## src/rtl/fifo_wconv_sc.sv

```systemverilog
// Single-clock FIFO that stores narrow write words and pops RATIO of them per read,
// packed LSB-first into one wide read word. Flags are registered from the post-edge count.
module fifo_wconv_sc #(
  parameter  int WR_WIDTH  = 8,
  parameter  int RATIO     = 2,
  parameter  int DEPTH     = 256,
  parameter  int AFULL_TH  = 240,
  parameter  int AEMPTY_TH = 2,
  localparam int AW        = $clog2(DEPTH)
) (
  input  logic                      sys_clk,
  input  logic                      sys_rst_n,
  input  logic                      wr_req,
  input  logic [WR_WIDTH-1:0]       wr_data,
  input  logic                      rd_req,
  output logic [WR_WIDTH*RATIO-1:0] rd_data,
  output logic                      rd_valid,
  output logic                      wr_full,
  output logic [AW:0]               wr_usedw,
  output logic                      rd_empty,
  output logic [AW:0]               rd_usedw,
  output logic                      almost_full,
  output logic                      almost_empty,
  output logic                      overflow,
  output logic                      underflow
);

  localparam int          LOG2R     = $clog2(RATIO);
  localparam logic [AW:0] C_DEPTH   = (AW+1)'(DEPTH);
  localparam logic [AW:0] C_RATIO   = (AW+1)'(RATIO);
  localparam logic [AW:0] C_AFULL   = (AW+1)'(AFULL_TH);
  localparam logic [AW:0] C_AEMPTY  = (AW+1)'(AEMPTY_TH);
  localparam logic [AW-1:0] C_PTR_STEP = AW'(RATIO);

  logic [WR_WIDTH-1:0]       r_mem [DEPTH];
  logic [AW-1:0]             r_wr_ptr;
  logic [AW-1:0]             r_rd_ptr;
  logic [AW:0]               r_count;
  logic                      r_full;
  logic                      r_empty;
  logic                      r_afull;
  logic                      r_aempty;
  logic                      r_ovf;
  logic                      r_udf;
  logic                      r_rd_valid;
  logic [WR_WIDTH*RATIO-1:0] r_rd_data;

  logic                      w_wr_acc;
  logic                      w_rd_acc;
  logic [AW:0]               w_count_nxt;
  logic [AW:0]               w_rd_usedw_nxt;
  logic [WR_WIDTH*RATIO-1:0] w_rd_word;

  // Acceptance uses the registered (pre-edge) flags only, so a concurrent
  // read never frees room for a write in the same cycle and vice versa.
  assign w_wr_acc       = wr_req & ~r_full;
  assign w_rd_acc       = rd_req & ~r_empty;
  assign w_count_nxt    = r_count + (AW+1)'(w_wr_acc) - (w_rd_acc ? C_RATIO : '0);
  assign w_rd_usedw_nxt = w_count_nxt >> LOG2R;

  always_comb begin
    w_rd_word = '0;
    for (int k = 0; k < RATIO; k++) begin
      w_rd_word[k*WR_WIDTH +: WR_WIDTH] = r_mem[r_rd_ptr + AW'(k)];
    end
  end

  always_ff @(posedge sys_clk) begin
    if (w_wr_acc) r_mem[r_wr_ptr] <= wr_data;
  end

  always_ff @(posedge sys_clk or negedge sys_rst_n) begin
    if (!sys_rst_n) begin
      r_wr_ptr   <= '0;
      r_rd_ptr   <= '0;
      r_count    <= '0;
      r_full     <= 1'b0;
      r_empty    <= 1'b1;
      r_afull    <= 1'b0;
      r_aempty   <= 1'b1;
      r_ovf      <= 1'b0;
      r_udf      <= 1'b0;
      r_rd_valid <= 1'b0;
      r_rd_data  <= '0;
    end else begin
      if (w_wr_acc) r_wr_ptr <= r_wr_ptr + 1'b1;
      if (w_rd_acc) begin
        r_rd_ptr  <= r_rd_ptr + C_PTR_STEP;
        r_rd_data <= w_rd_word;
      end
      r_count    <= w_count_nxt;
      r_full     <= (w_count_nxt == C_DEPTH);
      r_empty    <= (w_rd_usedw_nxt == '0);
      r_afull    <= (w_count_nxt >= C_AFULL);
      r_aempty   <= (w_rd_usedw_nxt <= C_AEMPTY);
      r_ovf      <= wr_req & r_full;
      r_udf      <= rd_req & r_empty;
      r_rd_valid <= w_rd_acc;
    end
  end

  assign rd_data      = r_rd_data;
  assign rd_valid     = r_rd_valid;
  assign wr_full      = r_full;
  assign wr_usedw     = r_count;
  assign rd_empty     = r_empty;
  assign rd_usedw     = r_count >> LOG2R;
  assign almost_full  = r_afull;
  assign almost_empty = r_aempty;
  assign overflow     = r_ovf;
  assign underflow    = r_udf;

endmodule
```

## config.mk

```make
export PLATFORM = sky130hd
export DESIGN_NAME = fifo_wconv_sc
export DESIGN_NICKNAME = d
export VERILOG_FILES = /design/src/rtl/fifo_wconv_sc.sv
export SDC_FILE = /design/constraint.sdc
export NUM_CORES = 2
export LEC_CHECK = 0
export ABC_AREA = 1
export BUFFER_PORTS_ARGS = -buffer_cell sky130_fd_sc_hd__buf_2
export CORE_UTILIZATION = 50
export CTS_BUF_LIST = sky130_fd_sc_hd__clkbuf_8
export DETAILED_ROUTE_END_ITERATION = 6
export PLACE_DENSITY = 0.66
export SKIP_LAST_GASP = 1
export SLEW_MARGIN = 5
export SYNTH_ARGS = -nofsm -noshare
export SYNTH_HDL_FRONTEND = slang
export SYNTH_SLANG_ARGS = --single-unit
```

## constraint.sdc

```tcl
create_clock -name sys_clk -period 3.9 [get_ports sys_clk]
set_clock_uncertainty 0.2 [all_clocks]
set_input_delay 0.195 -clock sys_clk [delete_from_list [all_inputs] [get_ports sys_clk]]
set_output_delay 0.195 -clock sys_clk [all_outputs]
set_load 0.01 [all_outputs]
```

== Word-level counts from Yosys, hierarchy flattened ==
Memory sizes are Yosys's and may differ from the RTL's. A register that Yosys moved wholly into a read port is not among the register bits.
Cells that the tools add are included.
Cells by class
  add/sub/neg operators: 5
  mux-type cells: 3
  bitwise gates (word level): 6
  order comparisons: 2
  equality and inequality tests: 1
  reductions and logical operators: 3
Operators by type and width (count)
  adder 8 x 1 -> 8 bit (second input constant): 2
  adder 9 x 1 -> 9 bit: 1
  == test 9 bit (second input constant): 1
  greater-or-equal comparator 9 x 8 -> 1 bit (second input constant): 1
  logical NOT 9 bit: 1
  subtractor 9 x 2 -> 9 bit: 1
  adder 8 x 2 -> 8 bit (second input constant): 1
  less-or-equal comparator 8 x 2 -> 1 bit (second input constant): 1
  bitwise AND 1 bit: 4
  logical NOT 1 bit: 2
  2-to-1 mux 1 bit: 2
  2-to-1 mux 2 bit: 1
  NOT 1 bit: 2
Storage, ports and cells
  register bits after elaboration: 32
  output and inout port bits: 41
  word-level logic and storage cells: 31
  memories: 1
  memory bits (writable): 2048
Memories
  r_mem: depth 256, width 8, rd ports 2, clocked after memory_dff 2, wr ports 1, RTL line 35  | logic [WR_WIDTH-1:0] r_mem [DEPTH];

== Longest topological paths before layout ==
  word-level depth: 5
  gate-level depth with buffers: 19
  depth with buffers taken out: 18

== Least setup slack after synthesis ==
Ideal clock, no wire load.
  path type: register to register
  start: register r_empty, in the netlist rd_empty
  end: register r_full, in the netlist wr_full
  stages on the path, launching flop included: 18
  arrival: 2519 ps
  buffers on the path: 1
  required time: 3582 ps
  slack: 1064 ps
  path through: dfstp_2 nor2_1 clkinv_1 clkbuf_1 ha_1 inv_1 ha_1 nand3b_1 nand2_1 nand2_1 nand2_1 nand2_1 nand2_1 inv_1 o211ai_1 nand2_1 nand2_1 nor2_1
On the way
  cells in the longest elaborated chain, start to end: 5
Ends and longest elaborated chain
  start: declaration: RTL line 40  | logic r_empty;
  start signal: assignment: RTL line 93  | r_empty <= (w_rd_usedw_nxt == '0);
  NOT 1 bit: RTL line 57  | assign w_rd_acc = rd_req & ~r_empty;
  bitwise AND 1 bit: RTL line 57
  2-to-1 mux 2 bit: RTL line 58  | assign w_count_nxt = r_count + (AW+1)'(w_wr_acc) - (w_rd_acc ? C_RATIO : '0);
  subtractor 9 x 2 -> 9 bit: RTL line 58
  net w_count_nxt[8]: RTL line 50  | logic [AW:0] w_count_nxt;
  == test 9 bit: RTL line 92  | r_full <= (w_count_nxt == C_DEPTH);
  end signal: assignment: RTL line 92
  end: declaration: RTL line 39  | logic r_full;
The timed path passes the listed nets, and every way through them passes these cells.
A chain may end at the register's enable or synchronous reset.

== Worst setup path in the final report ==
  start: register r_full, in the netlist wr_full
  end: memory r_mem[239][1] (enable)
On the way
  cells in the longest elaborated chain, start to end: 4
Ends and longest elaborated chain
  NOT 1 bit: RTL line 56  | assign w_wr_acc = wr_req & ~r_full;
  bitwise AND 1 bit: RTL line 56
  2-to-1 mux 1 bit: RTL line 69  | if (w_wr_acc) r_mem[r_wr_ptr] <= wr_data;
  2-to-1 mux 1 bit (implied by the code): RTL line 69
  end: declaration: RTL line 35
No other way between the ends.

==> impl_metrics.yaml <==
outcome:
  status: "finished with violations"
  violations: "design-rule violations"
sta:
  setup-tns-final_ns: 0
  rsz0062_at_grt: "false"
  hold_violations: 0
  setup_viol: 0
  max_freq_mhz: 290
  slew_viol_final: 0
  fin_crit_sh_pct: 88.3
  min_period_ns: 3.44
  relSlewSlack_pct: 21.2
  worst_pin_slew_ns: 1.18
setup_path:
  worstReg2RegEnd: "r_mem[239][1]$_DFFE_PP_"
  endpoint_kind: "flip-flop"
  cp-endpoint: "r_mem[239][1]$_DFFE_PP_"
  timing.rr.start: "wr_full$_DFF_PN0_"
  critPathRequiredTime_ns: 4.34
  reg2reg_depth: 7
  cp.depth: 7
  slowest_stage: "nor2_1"
  critPathBufInv: 3
  path_class: "flip-flop to flip-flop"
  arrival_ns: 3.89
  r2r_slack_ns: 0.46
  crit_path_max_incr_delay_ns: 0.75
  start_kind: "flip-flop"
  path_delay_family: "simple AND/OR/NAND/NOR gates"
  path_max_fanout: 11
  critPathLaunch: "wr_full$_DFF_PN0_"
  crit_chain: "nor2_2, inv_1, nor2_1, inv_1, nor2_1, inv_1, nor2_1"
logic_synthesis:
  synth.top_cell.area_share_pct: 69.9
  synth_fp_nets: 8055
  synth-seq-cells: 2095
  synthCells: 8028
  synth_warnings: 0
  synth_area_leaders: "edfxtp_1, nand2_1, nor2_1"
  synth_cell_types: 31
  synth_top_area_cell: "edfxtp_1"
  seq_area_frac_synth_pct: 71.2
  synth_area_um2: 88000
  syn_avg_cell_area_um2: 11.0
clocking:
  clk_latency_ns: 1.06
  hold_buffers: 15
  postCtsSetupBuffers: 0
  post_cts_resized: 0
  h-tree-depth: 5
  clk_pin_slew_worst_paths_ns: 0.06
  cts.sinks: 2095
  cts_root_buffer: "clkbuf_8"
  clock_path_buffers: 4
  numCtsBuffers: 352
  cts_tree: "done"
power_and_ir_drop:
  peakVddDrop_mv: 0.684
  leakagePower_nw: 37.2
  totalPowerFinal_mw: 68.3
  pwr_density_cell_nw_per_um2: 699
drt:
  drt_first_pass_iters: 7
  drc: 1
  wl_per_cell_um: 22.1
  viasPerCell: 5.51
  initialDrtViolationCount: 7868
  routed_wl_um: 238000
  ant_nets: 0
  dr_total_vias: 59453
placement:
  post-dp-hpwl_um: 137000
  gp_congestion: 0.866
  portBuffers: 51
global_routing:
  track_usage_pct: 26.5
  antenna_found_initial: 7
  overflow: 0
  grt_pass1_vias: 56560
  grt_start_max_net_pins: 148
  grt_pass1_wl_um: 356000
final_layout:
  regArea_um2: 62700
  drive_gt1_share_pct: 8.49
  num-fill-cells: 14365
  multi_input_area_um2: 20600
  syn_to_final_growth_pct: 11.1
  fin_nets: 8224
flow_run:
  cap_violations: 0
die:
  dieHeight_um: 421
  die_area_um2: 178000
  core_area_um2: 174000
  core.rowCount: 153
  initial_core_util_pct: 50.4
  ios: 53
  die_x_um: 421
hold_path:
  min_path_type: "primary input to flip-flop"
-- final cells by class --
cell class	instances	area share (%)
multi-input cells	4869	21.1
diodes	5	0.0128
inverters	590	2.29
well taps	2325	2.98
clock inverters	239	1.16
clock buffers	377	5.31
flip-flops and latches	2095	64.2
repair buffers	289	2.95
-- metal layers --
| metal | up-vias | track usage, % | share of wire, % |
|---|---|---|---|
| li1 | 27352 | - | - |
| met1 | 28712 | 36.9 | 41 |
| met2 | 2915 | 41.2 | 46 |
| met3 | 470 | 5.03 | 8.9 |
| met4 | 4 | 10.2 | 3.6 |
| met5 | - | 0 | 0.011 |
-- how the worst min path moves through the flow --
stage	start	endpoint	slack, ns	cells past startpoint
floorplan	sys_rst_n	almost_full$_DFF_PN0_	-0.30	0
global placement	sys_rst_n	underflow$_DFF_PN0_	0.21	1
detailed placement	rd_req	underflow$_DFF_PN0_	0.22	3
CTS	wr_data[5]	r_mem[46][5]$_DFFE_PP_	0.009	2
global route	wr_data[5]	r_mem[222][5]$_DFFE_PP_	0.06	2
finish	wr_data[5]	r_mem[222][5]$_DFFE_PP_	0.05	2
-- where the power goes --
part,total [mW],internal [mW],leakage (nW),switching (mW)
clock network,18.0,9.26,3.68,8.70
logic,24.4,6.76,14.5,17.7
registers,25.9,25.2,19.0,0.663
total,68.3,41.2,37.2,27.0
-- through the flow --
step	hold slack, ns	setup slack [ns]	std cells	utilization (%)	area, µm²
floorplan	-0.301	1.06	8028	-	88000
global placement	0.210	0.607	10153	52.3	91200
detailed placement	0.216	0.543	10153	52.3	91200
CTS	0.00938	0.495	10784	56.0	97700
global route	0.0575	0.211	10785	56.0	97700
finish	0.0528	0.456	10789	56.0	97700
-- cell usage after synthesis, drive strengths merged --
library cell and instances:
nand4 1, or2 2, o21ai 585, a31oi 2, xnor2 1, ha 15
o211ai 100, and3 5, dfrtp 45, edfxtp 2048, buf 297, conb 1
nand3b 1, inv 587, nor4 2, dfstp 2, clkbuf 177, nor2 1278
a21oi 106, and2 1, nor3 11, clkinv 3, nand2 2082, xor2 17
nand3 659
-- placed cells by master, fill, tap and decap left out, types with 3 or more instances in the layout --
cell type and n:
nand2_1 2080, edfxtp_1 2048, nor2_1 1274, inv_1 700, nand3_1 659, o21ai_0 527, clkbuf_8 377, buf_4 166
a21oi_1 106, o211ai_1 100, clkinv_1 77, o21ai_1 58, buf_12 58, buf_2 43, dfrtp_1 42, clkinv_2 32
xor2_1 17, ha_1 15, dlygate4sd3_1 14, nor3_1 11, buf_8 8, clkinvlp_4 6, bufinv_16 6, diode_2 5
and3_1 5, nor2_2 3, inv_4 3, inv_6 3, dfrtp_4 3
-- flip-flops by register name (all words and copies together), names as in the netlist --
name,cells
almost_empty,1
r_mem,2048
overflow,1
r_rd_ptr,7
wr_full,1
rd_valid,1
rd_empty,1
wr_usedw,9
rd_data,16
underflow,1
almost_full,1
r_wr_ptr,8
-- kinds of logic after synthesis --
| family | count (synthesis) | share of synthesized area, % |
|---|---|---|
| and+or+nand+nor | 4042 | 18.3 |
| DFF | 2095 | 71.2 |
| buffers and inverters | 1064 | 5.30 |
| AOI/OAI and AO/OA | 793 | 4.80 |
| xor gates and xnor gates | 18 | 0.179 |
| adders and majority gates | 15 | 0.213 |
| other | 1 | 0.00426 |
-- worst register-to-register path: cells and delay by family (launching register included) --
family	cells	cell delay, ns
simple gates	4	1.61
flops	1	0.41
buf+inv	3	0.82
Note: power is estimated with default switching activity, not from simulation.
